--- src/rtl/qspi_xfer_sequencer.sv ---
// QSPI word-transfer sequencer: shift-register strobes, mode-0 SCLK and CS_n; all outputs registered, load one cycle after accept.
// start is taken only while ready (IDLE) and never queued; optional abort input/aborted output under QSPI_XFER_ABORT_EN.
module qspi_xfer_sequencer #(
  parameter int DIV_W        = 8,
  parameter int CS_SETUP_CYC = 2,
  parameter int CS_HOLD_CYC  = 2
) (
  input  logic             clk,
  input  logic             rst,
  input  logic             start,
  output logic             ready,
  input  logic [1:0]       lane_mode,
  input  logic [1:0]       xfer_bytes,
  input  logic [DIV_W-1:0] clk_div,
`ifdef QSPI_XFER_ABORT_EN
  input  logic             abort,
  output logic             aborted,
`endif
  output logic             load,
  output logic             shift_en,
  output logic             sample_en,
  output logic             use_1_io_lines,
  output logic             use_2_io_lines,
  output logic             use_4_io_lines,
  output logic             qspi_sclk,
  output logic             qspi_cs_n,
  output logic             busy,
  output logic             done
);

  localparam int WAIT_W = 16;
  localparam logic [WAIT_W-1:0] SETUP_LAST = WAIT_W'(CS_SETUP_CYC - 1);
  localparam logic [WAIT_W-1:0] HOLD_LAST  = WAIT_W'(CS_HOLD_CYC - 1);

  typedef enum logic [2:0] {
    S_IDLE, S_LOAD, S_CS_SETUP, S_XFER, S_CS_HOLD, S_DONE
  } state_t;

  state_t            state, state_n;
  logic [WAIT_W-1:0] wait_cnt, wait_n;
  logic [DIV_W-1:0]  hp_cnt, hp_n, div_q;
  logic [5:0]        beat_cnt, beat_n, beats_q;
  logic              sclk_n, shift_n, sample_n;
  logic              accept, active_n;
  logic [2:0]        nbytes;
  logic [5:0]        nbits, beats_w;

  assign accept = start && ready;

  // Beats per word: bit count divided by the number of active lanes.
  assign nbytes = {1'b0, xfer_bytes} + 3'd1;
  assign nbits  = {nbytes, 3'b000};
  always_comb begin
    case (lane_mode)
      2'b01:   beats_w = nbits >> 1;
      2'b10:   beats_w = nbits >> 2;
      default: beats_w = nbits;
    endcase
  end

`ifdef QSPI_XFER_ABORT_EN
  logic abort_q, abort_hit;
  assign abort_hit = abort && (state == S_LOAD || state == S_CS_SETUP || state == S_XFER);
`endif

  always_comb begin
    state_n  = state;
    wait_n   = wait_cnt;
    hp_n     = hp_cnt;
    beat_n   = beat_cnt;
    sclk_n   = 1'b0;
    shift_n  = 1'b0;
    sample_n = 1'b0;
    case (state)
      S_IDLE: begin
        if (accept) state_n = S_LOAD;
      end
      S_LOAD: begin
        state_n = S_CS_SETUP;
        wait_n  = '0;
      end
      S_CS_SETUP: begin
        if (wait_cnt == SETUP_LAST) begin
          state_n = S_XFER;
          hp_n    = '0;
          beat_n  = '0;
        end else begin
          wait_n = wait_cnt + WAIT_W'(1);
        end
      end
      S_XFER: begin
        sclk_n = qspi_sclk;
        if (hp_cnt == div_q) begin
          hp_n = '0;
          if (!qspi_sclk) begin
            sclk_n   = 1'b1;
            sample_n = 1'b1;
          end else begin
            sclk_n = 1'b0;
            beat_n = beat_cnt + 6'd1;
            // The last falling edge ends the word; nothing left to shift.
            if (beat_n == beats_q) begin
              state_n = S_CS_HOLD;
              wait_n  = '0;
            end else begin
              shift_n = 1'b1;
            end
          end
        end else begin
          hp_n = hp_cnt + DIV_W'(1);
        end
      end
      S_CS_HOLD: begin
        if (wait_cnt == HOLD_LAST) state_n = S_DONE;
        else wait_n = wait_cnt + WAIT_W'(1);
      end
      S_DONE:  state_n = S_IDLE;
      default: state_n = S_IDLE;
    endcase
`ifdef QSPI_XFER_ABORT_EN
    if (abort_hit) begin
      state_n  = S_CS_HOLD;
      wait_n   = '0;
      sclk_n   = 1'b0;
      shift_n  = 1'b0;
      sample_n = 1'b0;
    end
`endif
  end

  assign active_n = (state_n == S_LOAD) || (state_n == S_CS_SETUP) ||
                    (state_n == S_XFER) || (state_n == S_CS_HOLD);

  always_ff @(posedge clk) begin
    if (rst) begin
      state          <= S_IDLE;
      wait_cnt       <= '0;
      hp_cnt         <= '0;
      beat_cnt       <= '0;
      beats_q        <= '0;
      div_q          <= '0;
      ready          <= 1'b1;
      load           <= 1'b0;
      shift_en       <= 1'b0;
      sample_en      <= 1'b0;
      qspi_sclk      <= 1'b0;
      qspi_cs_n      <= 1'b1;
      busy           <= 1'b0;
      done           <= 1'b0;
      use_1_io_lines <= 1'b1;
      use_2_io_lines <= 1'b0;
      use_4_io_lines <= 1'b0;
    end else begin
      state     <= state_n;
      wait_cnt  <= wait_n;
      hp_cnt    <= hp_n;
      beat_cnt  <= beat_n;
      ready     <= (state_n == S_IDLE);
      load      <= (state_n == S_LOAD);
      shift_en  <= shift_n;
      sample_en <= sample_n;
      qspi_sclk <= sclk_n;
      qspi_cs_n <= !active_n;
      busy      <= active_n;
      done      <= (state_n == S_DONE);
      if (accept) begin
        beats_q        <= beats_w;
        div_q          <= clk_div;
        use_2_io_lines <= (lane_mode == 2'b01);
        use_4_io_lines <= (lane_mode == 2'b10);
        use_1_io_lines <= (lane_mode != 2'b01) && (lane_mode != 2'b10);
      end
    end
  end

`ifdef QSPI_XFER_ABORT_EN
  always_ff @(posedge clk) begin
    if (rst) begin
      abort_q <= 1'b0;
      aborted <= 1'b0;
    end else begin
      if (accept) abort_q <= 1'b0;
      else if (abort_hit) abort_q <= 1'b1;
      aborted <= (state_n == S_DONE) && abort_q;
    end
  end
`endif

endmodule

--- config.mk ---
export PLATFORM = sky130hd
export DESIGN_NAME = qspi_xfer_sequencer
export DESIGN_NICKNAME = d
export VERILOG_FILES = /design/src/rtl/qspi_xfer_sequencer.sv
export SDC_FILE = /design/constraint.sdc
export NUM_CORES = 1
export LEC_CHECK = 0
export BUFFER_PORTS_ARGS = -buffer_cell sky130_fd_sc_hd__buf_4
export CAP_MARGIN = 10
export CORE_UTILIZATION = 30
export CTS_CLUSTER_SIZE = 14
export DETAILED_ROUTE_END_ITERATION = 6
export PLACE_DENSITY = 0.48
export SLEW_MARGIN = 30
export SYNTH_ARGS = -nofsm -noshare
export SYNTH_HDL_FRONTEND = slang
export SYNTH_SLANG_ARGS = --single-unit
--- constraint.sdc ---
create_clock -name clk -period 2.4 [get_ports clk]
set_input_delay 0.36 -clock clk [delete_from_list [all_inputs] [get_ports clk]]
set_output_delay 0.36 -clock clk [all_outputs]
set_load 0.01 [all_outputs]
==> results.toml, run 1 <==
[clocking]
hold_buffers = 0
htree_levels = 3
clk_path_buf_depth = 2
cts_root_buf = "clkbuf_8"
post_cts_buffers = 0
cts_tree = "yes"
cts.sinks = 57
numCtsBuffers = 9
clk_latency_ns = 0.34
clkTransAtPathRegs_ns = 0.08

[grt]
gr-total-overflow = 0
grt_max_degree = 43
grt_pass1_wl_mm = 11.8
grt_usage_pct = 15.4
antenna_found_initial = 0
grt_pass1_vias = 2470

[synthesis]
syn_nets = 369
synth_area_leaders = "dfxtp_1, a21oi_1, nand2_1, xnor2_1, o31ai_1"
synthCells = 347
synth_xor_area_share_pct = 5.26
synth_top_area_share_pct = 40.3
synth_cell_types = 48
ys_seq_elements = 57
synth_top_family_by_area = "simple AND/OR/NAND/NOR gates"
synth_edf_count = 0
ys_warn_count = 0
yosys.area_share.adder_pct = 3.09
synthSimpleGateAreaFrac_pct = 26.6
synth_compound_area_share_pct = 20.7
yosys.area.top_type = "dfxtp_1"
synthMuxAreaShare_pct = 0
syn_avg_cell_area_um2 = 8.16
async_reset_ff_share_pct = 0
seq_area_frac_synth_pct = 40.3
syn_area_um2 = 2830
ys.flop_type = "dfxtp_1"

[placed_design]
gp_congestion = 0.822
portBuffers = 25
dpl.hpwl_mm = 4.86
post_dp_cell_area_um2 = 3270
post-place-cells = 485

[drt]
final_antenna_net_count = 0
vias = 2635
dr.first_iter.drc_count = 87
drc = 0
vias_per_cell = 5.26
wl_per_cell_um = 13.9
drt_wl_total_mm = 6.98
drtPass1Iterations = 4

[critical_path]
crit_arrival_ns = 2.52
crit-reg2reg-launch = "beat_cnt[1]$_SDFFE_PP0P_"
path_class = "reg -> reg"
worst_setup_path_start_kind = "flop"
setup.worst_path.start = "beat_cnt[1]$_SDFFE_PP0P_"
required_ns = 2.67
crit_fanout = 31
cp-end-kind = "flop"

[timing]
fin_crit_ns = 2.25
skew_ns = 0.0156
relSlewSlack_pct = 54.0
worst_slew_pin_slew_ns = 0.685
grt_setup_unrepaired = "no"
drv_slew = 0
hold_violations = 0
finalSetupViolations = 0
fin_crit_sh_pct = 93.8
fmax_mhz = 444
timing.setup.tns_ns = 0

[floorplan]
die_h_um = 99.1
die_x_um = 99.1
die_area_um2 = 9830
start_util_pct = 30.8
num_io_pins = 26
core_area_um2 = 9200
num_rows = 35

[final_layout]
nets = 407
stdcell_area_um2 = 3500
instances_no_fill = 501
drive_above_1_share_pct = 17.7
fill_cells = 969
n_antenna_cell = 0
multi_input_area_um2 = 1590
syn_to_final_growth_pct = 23.8
seqCellArea_um2 = 1140

[power]
p_leak_nw = 1.26
ir_worst_vdd_mv = 0.214
power.density_nw_per_um2 = 645

[job]
drv_cap = 0

[worst_hold_path]
hp-start = "clk_div[5]"
worstHoldPathType = "in -> reg"

[outcome]
outcome = "complete, no violations"
## registers in the layout, indices dropped and copies added (netlist names), 3 cells and up
| signal | count |
|---|---|
| div_q | 8 |
| hp_cnt | 8 |
| beat_cnt | 6 |
| state | 3 |
| beats_q | 5 |
| wait_cnt | 16 |
## worst paths after layout
check                                 to  slack [ns]  cells after the start
max            wait_cnt[12]$_SDFFE_PP0P_        0.15                      7
min                div_q[5]$_SDFFE_PP0P_        0.27                      3
max reg2reg    wait_cnt[12]$_SDFFE_PP0P_        0.15                      7
min reg2reg  use_2_io_lines$_SDFFE_PP0P_        0.46                      2
## worst max-delay path: stages, from the launching register on
cell,delay [ns]
dfxtp_2,0.37
nand4_2,0.11
or3_1,0.41
a211oi_4,0.30
a31oi_2,0.15
buf_12,0.19
or4_1,0.51
a21oi_1,0.15
## placed cells by master (no fill, tap or decap), types with 5 or more instances in the layout
cell       n
nand4_1    6
xnor2_1   15
nand2_1   40
clkbuf_8  10
nor3_1     7
or4_1     13
o31ai_1   13
buf_4     44
a21oi_1   41
o21ai_0   12
ha_1       6
nand3b_1   6
nor4_1     5
nand3_1   10
and3_1     6
inv_1     10
nor2_1    25
dfxtp_1   55
nand2b_1   5
## layer usage
layer	vias to the layer above	global-route usage, %	share of wire (%)
li1	1347	-	-
met1	1225	19.0	47
met2	47	25.6	47
met3	16	3.23	3.2
met4	0	7.69	2.8
met5	-	0	0
## metrics by stage
step                      hold slack [ns]  utilization, %  total power, mW  setup WS, ns
after floorplan                     0.444               -             1.16         0.171
after global placement              0.450            35.6             1.26         0.187
after detailed placement            0.453            35.6             1.26         0.113
after CTS                           0.253            38.0             2.29        0.0832
after global routing                0.259            38.1             2.36       0.00334
final                               0.265            38.1             2.26         0.149
## cells in the mapped netlist, drive strengths merged (2+ instances only)
cell	instances
o31ai	13
a41oi	2
a311oi	4
xnor2	15
inv	10
o21bai	3
clkbuf	15
nand2b	5
nor3	7
and4	2
dfxtp	57
nand3b	6
o21ai	16
nand4	7
or2	3
ha	7
nand3	10
xor2	2
o21a	2
a211oi	4
nor2b	3
nor4	5
a21oi	41
buf	4
a31oi	2
or3	4
nand2	40
a22oi	2
and2	2
and3	6
nor2	25
or4	13
## power breakdown
group	total [mW]	internal (mW)	switching, mW
combinational	0.245	0.107	0.138
sequential	0.992	0.974	0.0175
clock	1.02	0.612	0.409
## repair_timing
item,4_1_cts,5_1_grt
gates resized for setup,0,4
endpoints found under the setup margin,0,11
hold endpoints to repair,0,0
## logic make-up (layout without fill, tap and decap cells)
logic type                 after synthesis  count (layout)
adders and majority gates                7               7
AOI/OAI and AO/OA                       95              95
and+or+nand+nor                        142             142
buffers and inverters                   29              72
xor gates and xnor gates                17              17
DFF                                     57              57
## area by class of cell
class / count / area share, %
clock buffer: 11 / 4.04
clock inverter: 5 / 2.25
inverter: 10 / 1.07
multi-input combinational: 261 / 45.5
sequential: 57 / 32.6
tap: 111 / 3.96
timing repair buffer: 46 / 10.6
No activity file was read; power rests on OpenSTA's default activity.
==> inputs of run 2 (changes only) <==
--- a/config.mk
+++ b/config.mk
@@ -5,12 +5,14 @@
 export SDC_FILE = /design/constraint.sdc
 export NUM_CORES = 1
 export LEC_CHECK = 0
+export ABC_AREA = 1
 export BUFFER_PORTS_ARGS = -buffer_cell sky130_fd_sc_hd__buf_4
 export CAP_MARGIN = 10
 export CORE_UTILIZATION = 30
 export CTS_CLUSTER_SIZE = 14
 export DETAILED_ROUTE_END_ITERATION = 6
-export PLACE_DENSITY = 0.48
+export MAX_ROUTING_LAYER = met4
+export PLACE_DENSITY = 0.47
 export SLEW_MARGIN = 30
 export SYNTH_ARGS = -nofsm -noshare
 export SYNTH_HDL_FRONTEND = slang
==> constraint.sdc (replaced) <==
create_clock -name clk -period 2.05 [get_ports clk]
set_input_delay 0.3075 -clock clk [delete_from_list [all_inputs] [get_ports clk]]
set_output_delay 0.3075 -clock clk [all_outputs]
set_load 0.01 [all_outputs]
==> results.toml, run 2 <==
[outcome]
outcome = "complete, no violations"

[synthesis]
ys_seq_elements = 57
synth_common_cells = "nand2_1, dfxtp_1, inv_1"
synth_top_area_share_pct = 37.0
synth_cell_types = 32
yosys.area.top_type = "dfxtp_1"
synth_area_leaders = "dfxtp_1, nand2_1, inv_1, nand3_1, nor2_1"
syn_avg_cell_area_um2 = 7.01
syn_nets = 462
synth_edf_count = 0
synthCells = 440
seq_area_frac_synth_pct = 37.0
syn_area_um2 = 3080
ys.flop_type = "dfxtp_1"
async_reset_ff_share_pct = 0
ys_warn_count = 0
synth_most_common_cell = "nand2_1"

[final_layout]
final_cell_mix = "nand2_1, inv_1, dfxtp_1"
largest_register = "wait_cnt"
fin_util_pct = 37.8
drive_above_1_share_pct = 18.6
final_common_cell = "nand2_1"
fill_cells = 1070
nets = 501
n_antenna_cell = 0
top_regs = "wait_cnt (16), div_q (8), hp_cnt (8)"
largest_reg_flops = 16
instances_no_fill = 616
syn_to_final_growth_pct = 20.9
multi_input_area_um2 = 1700
seqCellArea_um2 = 1140

[drt]
vias = 2900
drtPass1Iterations = 4
wl_per_cell_um = 12.7
dr.first_iter.drc_count = 115
final_antenna_net_count = 0
vias_per_cell = 4.71
drt_wl_total_mm = 7.82
drc = 0

[grt]
gr-total-overflow = 0
grt_usage_pct = 16.2
grt_max_degree = 29
antenna_found_initial = 0
grt_pass1_vias = 2719
grt_pass1_wl_mm = 12.7

[timing]
fmax_mhz = 532
timing.setup.tns_ns = 0
fin_crit_sh_pct = 91.7
grt_setup_unrepaired = "no"
skew_ns = 0.0115
drv_slew = 0
hold_violations = 0
setup_slack_ns = 0.171
finalSetupViolations = 0
fin_crit_ns = 1.88
relSlewSlack_pct = 71.6
worst_slew_pin_slew_ns = 0.423

[critical_path]
r2r-end = "wait_cnt[10]$_SDFFE_PP0P_"
required_ns = 2.26
worst_setup_path_start_kind = "flop"
crit_arrival_ns = 2.09
cp-end-kind = "flop"
ff2ff_setup_slack_ns = 0.17
crit-reg2reg-launch = "beat_cnt[1]$_SDFFE_PP0P_"
ff2ff_path_depth = 12
crit_fanout = 9
path_class = "reg -> reg"

[clocking]
cts_resized = 0
cts_tree = "yes"
cts.sinks = 57
htree_levels = 3
clk_path_buf_depth = 2
clk_latency_ns = 0.34
cts_root_buf = "clkbuf_8"
numCtsBuffers = 9
post_cts_buffers = 0
hold_buffers = 0
clkTransAtPathRegs_ns = 0.07

[power]
p_total_mw = 3.27
ir_worst_vdd_mv = 0.376
power.density_nw_per_um2 = 876
p_leak_nw = 1.50

[floorplan]
core_area_um2 = 9860
num_rows = 36
num_io_pins = 26
die_area_um2 = 10700
die_x_um = 103
start_util_pct = 31.3
die_h_um = 103

[placed_design]
post-place-ws_ns = 0.110
post-place-cells = 600
dpl.hpwl_mm = 5.56
portBuffers = 25
gp_congestion = 0.877

[worst_hold_path]
whs_path_depth = 3
worstHoldPathType = "in -> reg"
whs_endpoint = "div_q[7]$_SDFFE_PP0P_"
hp-start = "clk_div[7]"

[job]
drv_cap = 0
run 2: worst max-delay path by stage:
stage | cells past startpoint | start | to | slack, ns
4_1_cts | 11 | beat_cnt[1]$_SDFFE_PP0P_ | wait_cnt[1]$_SDFFE_PP0P_ | 0.1
5_1_grt | 10 | hp_cnt[3]$_SDFFE_PP0P_ | qspi_cs_n$_SDFF_PP1_ | 0.01
2_1_floorplan | 12 | beat_cnt[0]$_SDFFE_PP0P_ | wait_cnt[11]$_SDFFE_PP0P_ | 0.30
6_report | 12 | beat_cnt[1]$_SDFFE_PP0P_ | wait_cnt[10]$_SDFFE_PP0P_ | 0.17
3_3_place_gp | 8 | hp_cnt[3]$_SDFFE_PP0P_ | wait_cnt[4]$_SDFFE_PP0P_ | 0.18
3_5_place_dp | 11 | beat_cnt[1]$_SDFFE_PP0P_ | wait_cnt[1]$_SDFFE_PP0P_ | 0.11
run 2: critical path, stage by stage, from the launching register on:
cell     delay [ns]
dfxtp_1        0.41
ha_1           0.26
inv_1          0.07
nand2_2        0.08
nand2_1        0.05
nand2_1        0.06
nand3_1        0.09
nor2_2         0.10
nand3_2        0.12
nand2_4        0.16
nand3_4        0.19
nand2_2        0.11
a21oi_2        0.05
run 2: power breakdown:
part	total (mW)	internal, mW	switching, mW
clock network	1.22	0.746	0.472
logic	0.769	0.284	0.485
registers	1.28	1.21	0.0699
run 2: cell type report:
type / instances / area share, %
tap: 133 / 4.46
clock inverter: 4 / 2.05
clock buffer: 11 / 4.06
inverter: 58 / 5.84
timing repair buffer: 36 / 7.25
multi-input combinational: 317 / 45.7
sequential: 57 / 30.6
run 2: through the flow:
step / cell area (µm²) / hold slack, ns
after floorplan: 3080 / 0.442
after global placement: 3470 / 0.460
after detailed placement: 3470 / 0.462
after CTS: 3700 / 0.210
after global routing: 3730 / 0.223
final: 3730 / 0.225
run 2: cells by family after synthesis:
kind of cell	share of synthesized area, %
compound gates	12.1
buf+inv	8.69
simple gates	35.9
fa+ha+maj	2.84
flops	37.0
xor+xnor	3.41
run 2: metal layers:
layer,GRT usage [%],routed length (µm),vias up
met5,-,0,-
met4,5.31,87,0
met3,4.57,229,9
met2,25.9,3750,52
met1,19.5,3760,1316
li1,-,-,1523
